File: config.mk
export PLATFORM = sky130hd
export DESIGN_NAME = ifid_queue
export DESIGN_NICKNAME = d
export VERILOG_FILES = /design/src/rtl/pipe_pkg.sv /design/src/rtl/ifid_queue_ram.sv /design/src/rtl/ifid_queue.sv
export SDC_FILE = /design/constraint.sdc
export NUM_CORES = 1
export LEC_CHECK = 0
export ABC_AREA = 1
export CORE_ASPECT_RATIO = 0.5
export CORE_MARGIN = 8
export CORE_UTILIZATION = 54
export CTS_BUF_LIST = sky130_fd_sc_hd__clkbuf_8 sky130_fd_sc_hd__clkbuf_16
export DETAILED_ROUTE_END_ITERATION = 8
export PLACE_DENSITY = 0.75
export REMOVE_ABC_BUFFERS = 1
export SETUP_SLACK_MARGIN = 0.2
export SLEW_MARGIN = 20
export SYNTH_ARGS = -nofsm -noshare
export SYNTH_HDL_FRONTEND = slang
export SYNTH_SLANG_ARGS = --single-unit
File: constraint.sdc
create_clock -name clk -period 3.23 [get_ports clk]
set_clock_uncertainty 0.2 [all_clocks]
set_input_delay 0.4845 -clock clk [delete_from_list [all_inputs] [get_ports clk]]
set_output_delay 0.4845 -clock clk [all_outputs]
set_load 0.01 [all_outputs]
File: src/rtl/pipe_pkg.sv
// Types and constants shared by fetch, the IF/ID queue and decode.
package pipe_pkg;

  localparam int INSTR_W_DEF = 16;
  localparam int ADDR_W_DEF  = 16;

  localparam logic [INSTR_W_DEF-1:0] NOP_INSTR = 16'h0000;

  typedef struct packed {
    logic [INSTR_W_DEF-1:0] instr;
    logic [ADDR_W_DEF-1:0]  addr;
  } ifid_entry_t;

endpackage

File: src/rtl/ifid_queue_ram.sv
// Entry storage: DEPTH x W flops, one synchronous write port, one asynchronous read port.
// Deliberately not reset; validity is tracked by the queue pointers.
module ifid_queue_ram #(
  parameter int W     = 32,
  parameter int DEPTH = 4,
  parameter int AW    = $clog2(DEPTH)
) (
  input  logic          clk,
  input  logic          i_wr_en,
  input  logic [AW-1:0] i_wr_addr,
  input  logic [W-1:0]  i_wr_dat,
  input  logic [AW-1:0] i_rd_addr,
  output logic [W-1:0]  o_rd_dat
);

  logic [W-1:0] r_mem [DEPTH];

  always_ff @(posedge clk) begin
    if (i_wr_en) begin
      r_mem[i_wr_addr] <= i_wr_dat;
    end
  end

  assign o_rd_dat = r_mem[i_rd_addr];

endmodule

File: src/rtl/ifid_queue.sv
// IF/ID decoupling queue: first-word-fall-through FIFO of {instr, addr} with branch flush
// and a saturating I-cache miss counter. Misses are never enqueued.
module ifid_queue
  import pipe_pkg::*;
#(
  parameter int INSTR_W = INSTR_W_DEF,
  parameter int ADDR_W  = ADDR_W_DEF,
  parameter int DEPTH   = 4,
  parameter int MISS_W  = 8
) (
  input  logic                       clk,
  input  logic                       rst,
  input  logic                       in_valid,
  input  logic                       in_hit,
  input  logic [INSTR_W-1:0]         in_instr,
  input  logic [ADDR_W-1:0]          in_addr,
  output logic                       in_ready,
  input  logic                       flush,
  output logic                       out_valid,
  input  logic                       out_ready,
  output logic [INSTR_W-1:0]         out_instr,
  output logic [ADDR_W-1:0]          out_addr,
  output logic [$clog2(DEPTH+1)-1:0] count,
  output logic [MISS_W-1:0]          miss_cnt
);

  localparam int AW = $clog2(DEPTH);
  localparam int CW = $clog2(DEPTH + 1);
  localparam int EW = INSTR_W + ADDR_W;

  logic [AW-1:0]     r_wr_ptr;
  logic [AW-1:0]     r_rd_ptr;
  logic [CW-1:0]     r_count;
  logic [MISS_W-1:0] r_miss;

  logic          w_full;
  logic          w_empty;
  logic          w_push;
  logic          w_pop;
  logic          w_miss;
  logic [EW-1:0] w_rd_dat;

  // Full/empty come from registered count only, so in_ready never sees out_ready.
  assign w_full  = (r_count == CW'(DEPTH));
  assign w_empty = (r_count == '0);
  assign w_push  = in_valid & in_hit & ~w_full & ~flush;
  assign w_pop   = ~w_empty & out_ready & ~flush;
  assign w_miss  = in_valid & ~in_hit;

  always_ff @(posedge clk) begin
    if (rst) begin
      r_wr_ptr <= '0;
      r_rd_ptr <= '0;
      r_count  <= '0;
      r_miss   <= '0;
    end else begin
      if (flush) begin
        r_wr_ptr <= '0;
        r_rd_ptr <= '0;
        r_count  <= '0;
      end else begin
        if (w_push) r_wr_ptr <= r_wr_ptr + AW'(1);
        if (w_pop)  r_rd_ptr <= r_rd_ptr + AW'(1);
        r_count <= r_count + CW'(w_push) - CW'(w_pop);
      end
      if (w_miss && (r_miss != '1)) begin
        r_miss <= r_miss + MISS_W'(1);
      end
    end
  end

  always_ff @(posedge clk) begin
    if (!rst) begin
      assert (r_count <= CW'(DEPTH));
    end
  end

  ifid_queue_ram #(
    .W     (EW),
    .DEPTH (DEPTH),
    .AW    (AW)
  ) u_ram (
    .clk       (clk),
    .i_wr_en   (w_push),
    .i_wr_addr (r_wr_ptr),
    .i_wr_dat  ({in_instr, in_addr}),
    .i_rd_addr (r_rd_ptr),
    .o_rd_dat  (w_rd_dat)
  );

  // Empty queue presents the NOP encoding so decode sees a bubble.
  assign in_ready  = ~w_full;
  assign out_valid = ~w_empty;
  assign out_instr = w_empty ? INSTR_W'(NOP_INSTR) : w_rd_dat[ADDR_W +: INSTR_W];
  assign out_addr  = w_empty ? '0 : w_rd_dat[ADDR_W-1:0];
  assign count     = r_count;
  assign miss_cnt  = r_miss;

endmodule

; Word level (Yosys, flattened, before mapping)
; Memory sizes are Yosys's and may differ from the RTL's. A register that Yosys moved wholly into a read port is not among the register bits.
; Index checks and enable logic that the tools add are counted.
[totals]
register_bits = 15
mem_bits_rw = 128
inputBits = 38
word_cells = 31
memories = 1
[memory_table]
columns = memory, words, word_bits, read_ports, rd_clocked_by_memory_dff, wr, line
row1 = u_ram.r_mem, 4, 32, 1, 1, 1, ifid_queue_ram.sv:16  ; logic [W-1:0] r_mem [DEPTH];
[op_classes]
n_addsub = 5
n_eq_ne = 2
n_mux = 6
bitwise = 10
reduce_logical = 3
[op_table]
columns = op, count
row1 = $mux W16, 2
row2 = $add A8 B1 Y8 const B, 1
row3 = $ne A8 B8 Y1 const B, 1
row4 = $and A1 B1 Y1, 6
row5 = $add A2 B1 Y2 const B, 2
row6 = $mux W2, 2
row7 = $not A1 Y1, 4
row8 = $add A3 B1 Y3, 1
row9 = $eq A3 B3 Y1 const B, 1
row10 = $logic_not A3 Y1, 1
row11 = $sub A3 B1 Y3, 1
row12 = $mux W1, 2
row13 = $reduce_or A2 Y1, 1
row14 = $logic_and A1 B1 Y1, 1

; Logic depth before layout (Yosys ltp)
[depth]
ltp_word = 6
mapped_depth = 10

; Cells and area by module
; Synthesis repeated with hierarchy kept, for this count alone.
[hier_totals]
cells_unflattened = 696
area_unflattened_um2 = 6556.3
[by_module_without_submodules]
columns = mod, n_inst, cells_per_inst, area_each_um2
row1 = ifid_queue_ram, 1, 509, 5437.7
row2 = ifid_queue, 1, 187, 1118.6

; Worst setup path after synthesis
; Ideal clock, no wire load.
[synth_path]
kind = input to register
startpoint = input in_valid
endpoint = memory u_ram.r_mem[0][0] (enable)
setup_time_ps = 421
arrival_ps = 2333
required_time_ps = 2609
setup_slack_ps = 276
cell_stages = 4
path_buffers = 0
path_cell_list = inv_1 -> nor3_1 -> nand2_1 -> nor2_1
[synth_via]
elab_chain_len = 5
[synth_lines]
columns = item, line
row1 = from (decl), ifid_queue.sv:13  ; input logic in_valid,
row2 = $and A1 B1 Y1 (3 in a row), ifid_queue.sv:46  ; assign w_push = in_valid & in_hit & ~w_full & ~flush;
row3 = $mux W1, ifid_queue_ram.sv:19  ; if (i_wr_en) begin
row4 = $mux W1 (implied by the code), ifid_queue_ram.sv:20  ; r_mem[i_wr_addr] <= i_wr_dat;
row5 = to (decl), ifid_queue_ram.sv:16
; No other way between the ends.

==> results.ini <==
[floorplanning]
initial_core_util = 0.5464
die-width_um = 163.9
num_io_pins = 83
coreArea_mm2 = 0.01081
dieHeight_um = 89.96
die_area_mm2 = 0.01474
rows = 27

[drt]
detail-route-antenna-nets = 0
vias_per_cell = 5.310
num_vias = 4020
wl_per_cell_um = 16.18
routed_wl_um = 12250
drt_iter0_markers = 216
drc_errors = 0
drt-pass1-iter-count = 4

[grt]
met3_usage = 0.05551
grt_pass1_vias = 4076
antenna_found_initial = 0
top_usage_layer = met2
grt-ovfl-total = 0
grt_pass1_wl_um = 19980
track_usage = 0.1729
gr-usage-met1 = 0.1963
grt_use_met2 = 0.2927
grt_max_degree = 49

[power_and_ir_drop]
leakage_nw = 2.633
power_w = 0.004175
power.density_mw_per_mm2 = 555.1
ir_drop_mv = 0.4093

[worst_setup_path]
crit_type = reg2out
path_max_fanout = 36
required_ns = 2.55
cp-end-kind = output port
arrival_ns = 2.18
cp-start-kind = flip-flop

[cells_and_area]
multi_input_area_mm2 = 0.001473
stdcell_area_mm2 = 0.007522
antenna_cells = 0
area_delta_synth_final_pct = 27.35
stdcell_count = 757
regArea_mm2 = 0.004185
fillers = 798
finalNetCount = 645
drive_gt1_frac = 0.09150

[logic_synthesis]
ys_types = 21
ys_seq_elements = 145
synth_most_common_cell = nor2_1
netlist_top_cells_count = nor2_1 (140), edfxtp_1 (128), a21oi_1 (41)
synth.top_cell.area_share = 0.6507
syn_area_per_cell_um2 = 11.56
ys.flop_type = edfxtp_1
synth_edf_count = 128
synth_area_leader_cell = edfxtp_1
async_reset_ff_frac = 0
synthCells = 511
syn_area_mm2 = 0.005907
yosysSeqAreaShare = 0.7083
ys_warn_count = 0
synthTopCellsByArea = edfxtp_1 (65%), nor2_1 (8.9%), dfxtp_1 (5.8%)

[cts]
clk_pin_slew_ns = 0.06
post_cts_buffers = 0
cts_htree_levels = 4
cts_tree = yes
clk_latency_ns = 0.41
cts_made_buffers = 17
clk_path_buf_depth = 2
cts_hold_buf = 0
clock_sinks = 145
cts-root-buf = clkbuf_16
cts_resized = 0

[placed_design]
numPortBuffers = 82
dp_cells = 725
gp_congestion = 0.7468
dp_hpwl_um = 6995
dpl_cell_area_mm2 = 0.006922

[timing]
rsz0062_at_grt = yes
fin_crit_sh = 0.8871
timing.hold.ws_ns = 0.3026
hold_viol = 0
worst_pin_slew_ns = 0.4437
fin_crit_ns = 2.865
setup_viol = 0
drv_slew = 0
relSlewSlack = 0.7042
max_clock_freq_mhz = 349.0

[min_path]
hp-class = reg2reg

[outcome]
status = complete, no violations

[flow_run]
drv_cap = 0

==> flip-flops by register name, summed over array words and instances, names as in the netlist, named ones only <==
signal	cells
count	3
miss_cnt	8
r_rd_ptr	2
r_wr_ptr	2
u_ram.r_mem	128
==> report_power, final <==
group,total (W),switching (W),internal (W)
registers,0.00206,0.00000665,0.00206
clock network,0.00195,0.000739,0.00121
logic,0.000166,0.0000826,0.0000832
==> critical path, stage by stage, from the launching register on <==
cell and delay (ns):
dfxtp_2 0.36, buf_6 0.28, nor2_1 0.10, nor2_1 0.13, o21ai_0 0.10, a21oi_1 0.19, clkdlybuf4s50_1 0.60
==> cell usage in the layout (no fill, tap or decap), drive strengths merged <==
master	count
nor2	150
edfxtp	128
clkdlybuf4s50	82
o21ai	65
a21oi	41
inv	33
nand2	26
clkbuf	17
dfxtp	17
nand3	12
buf	11
clkinv	8
ha	7
nor3	4
xor2	3
bufinv	3
clkinvlp	2
nand4	1
a31oi	1
fa	1
==> final timing paths <==
kind                                                  to  slack [ns]  cells past startpoint                     start
worst min register to register  r_wr_ptr[1]$_SDFFE_PP0P_        0.30                      2  r_wr_ptr[1]$_SDFFE_PP0P_
worst min-delay path            r_wr_ptr[1]$_SDFFE_PP0P_        0.30                      2  r_wr_ptr[1]$_SDFFE_PP0P_
worst max-delay path                        out_addr[15]        0.36                      6                 flip-flop
worst max register to register       count[2]$_SDFF_PP0_        1.01                     10       count[1]$_SDFF_PP0_
==> per-stage QoR <==
step | utilization | setup WS, ns | TNS [ns]
after detailed placement | 0.6403 | 0.4000 | 0
after global routing | 0.6958 | 0.1955 | 0
final | 0.6958 | 0.3647 | 0
after CTS | 0.6954 | 0.2490 | 0
after floorplan | - | -0.04793 | -1.097
after global placement | 0.6403 | 0.4527 | 0
==> per-layer routing <==
metal,up-vias,routed length [um]
li1,1936,-
met1,1951,5141
met2,117,6065
met3,16,836
met4,0,204
met5,-,0
==> cells by family after synthesis <==
group	synth area share
buffers and inverters	0.04745
xor gates and xnor gates	0.004449
adders and majority gates	0.01822
and+or+nand+nor	0.1307
AOI/OAI and AO/OA	0.09087
DFF	0.7083
==> final cells by class <==
class                      instances  area share
sequential                       145      0.5564
multi-input combinational        311      0.1958
timing repair buffer              93      0.1289
clock buffer                      17     0.05655
tap                              145     0.02412
clock inverter                    15     0.02262
inverter                          31     0.01564
Power figures use the tool's default switching activity.
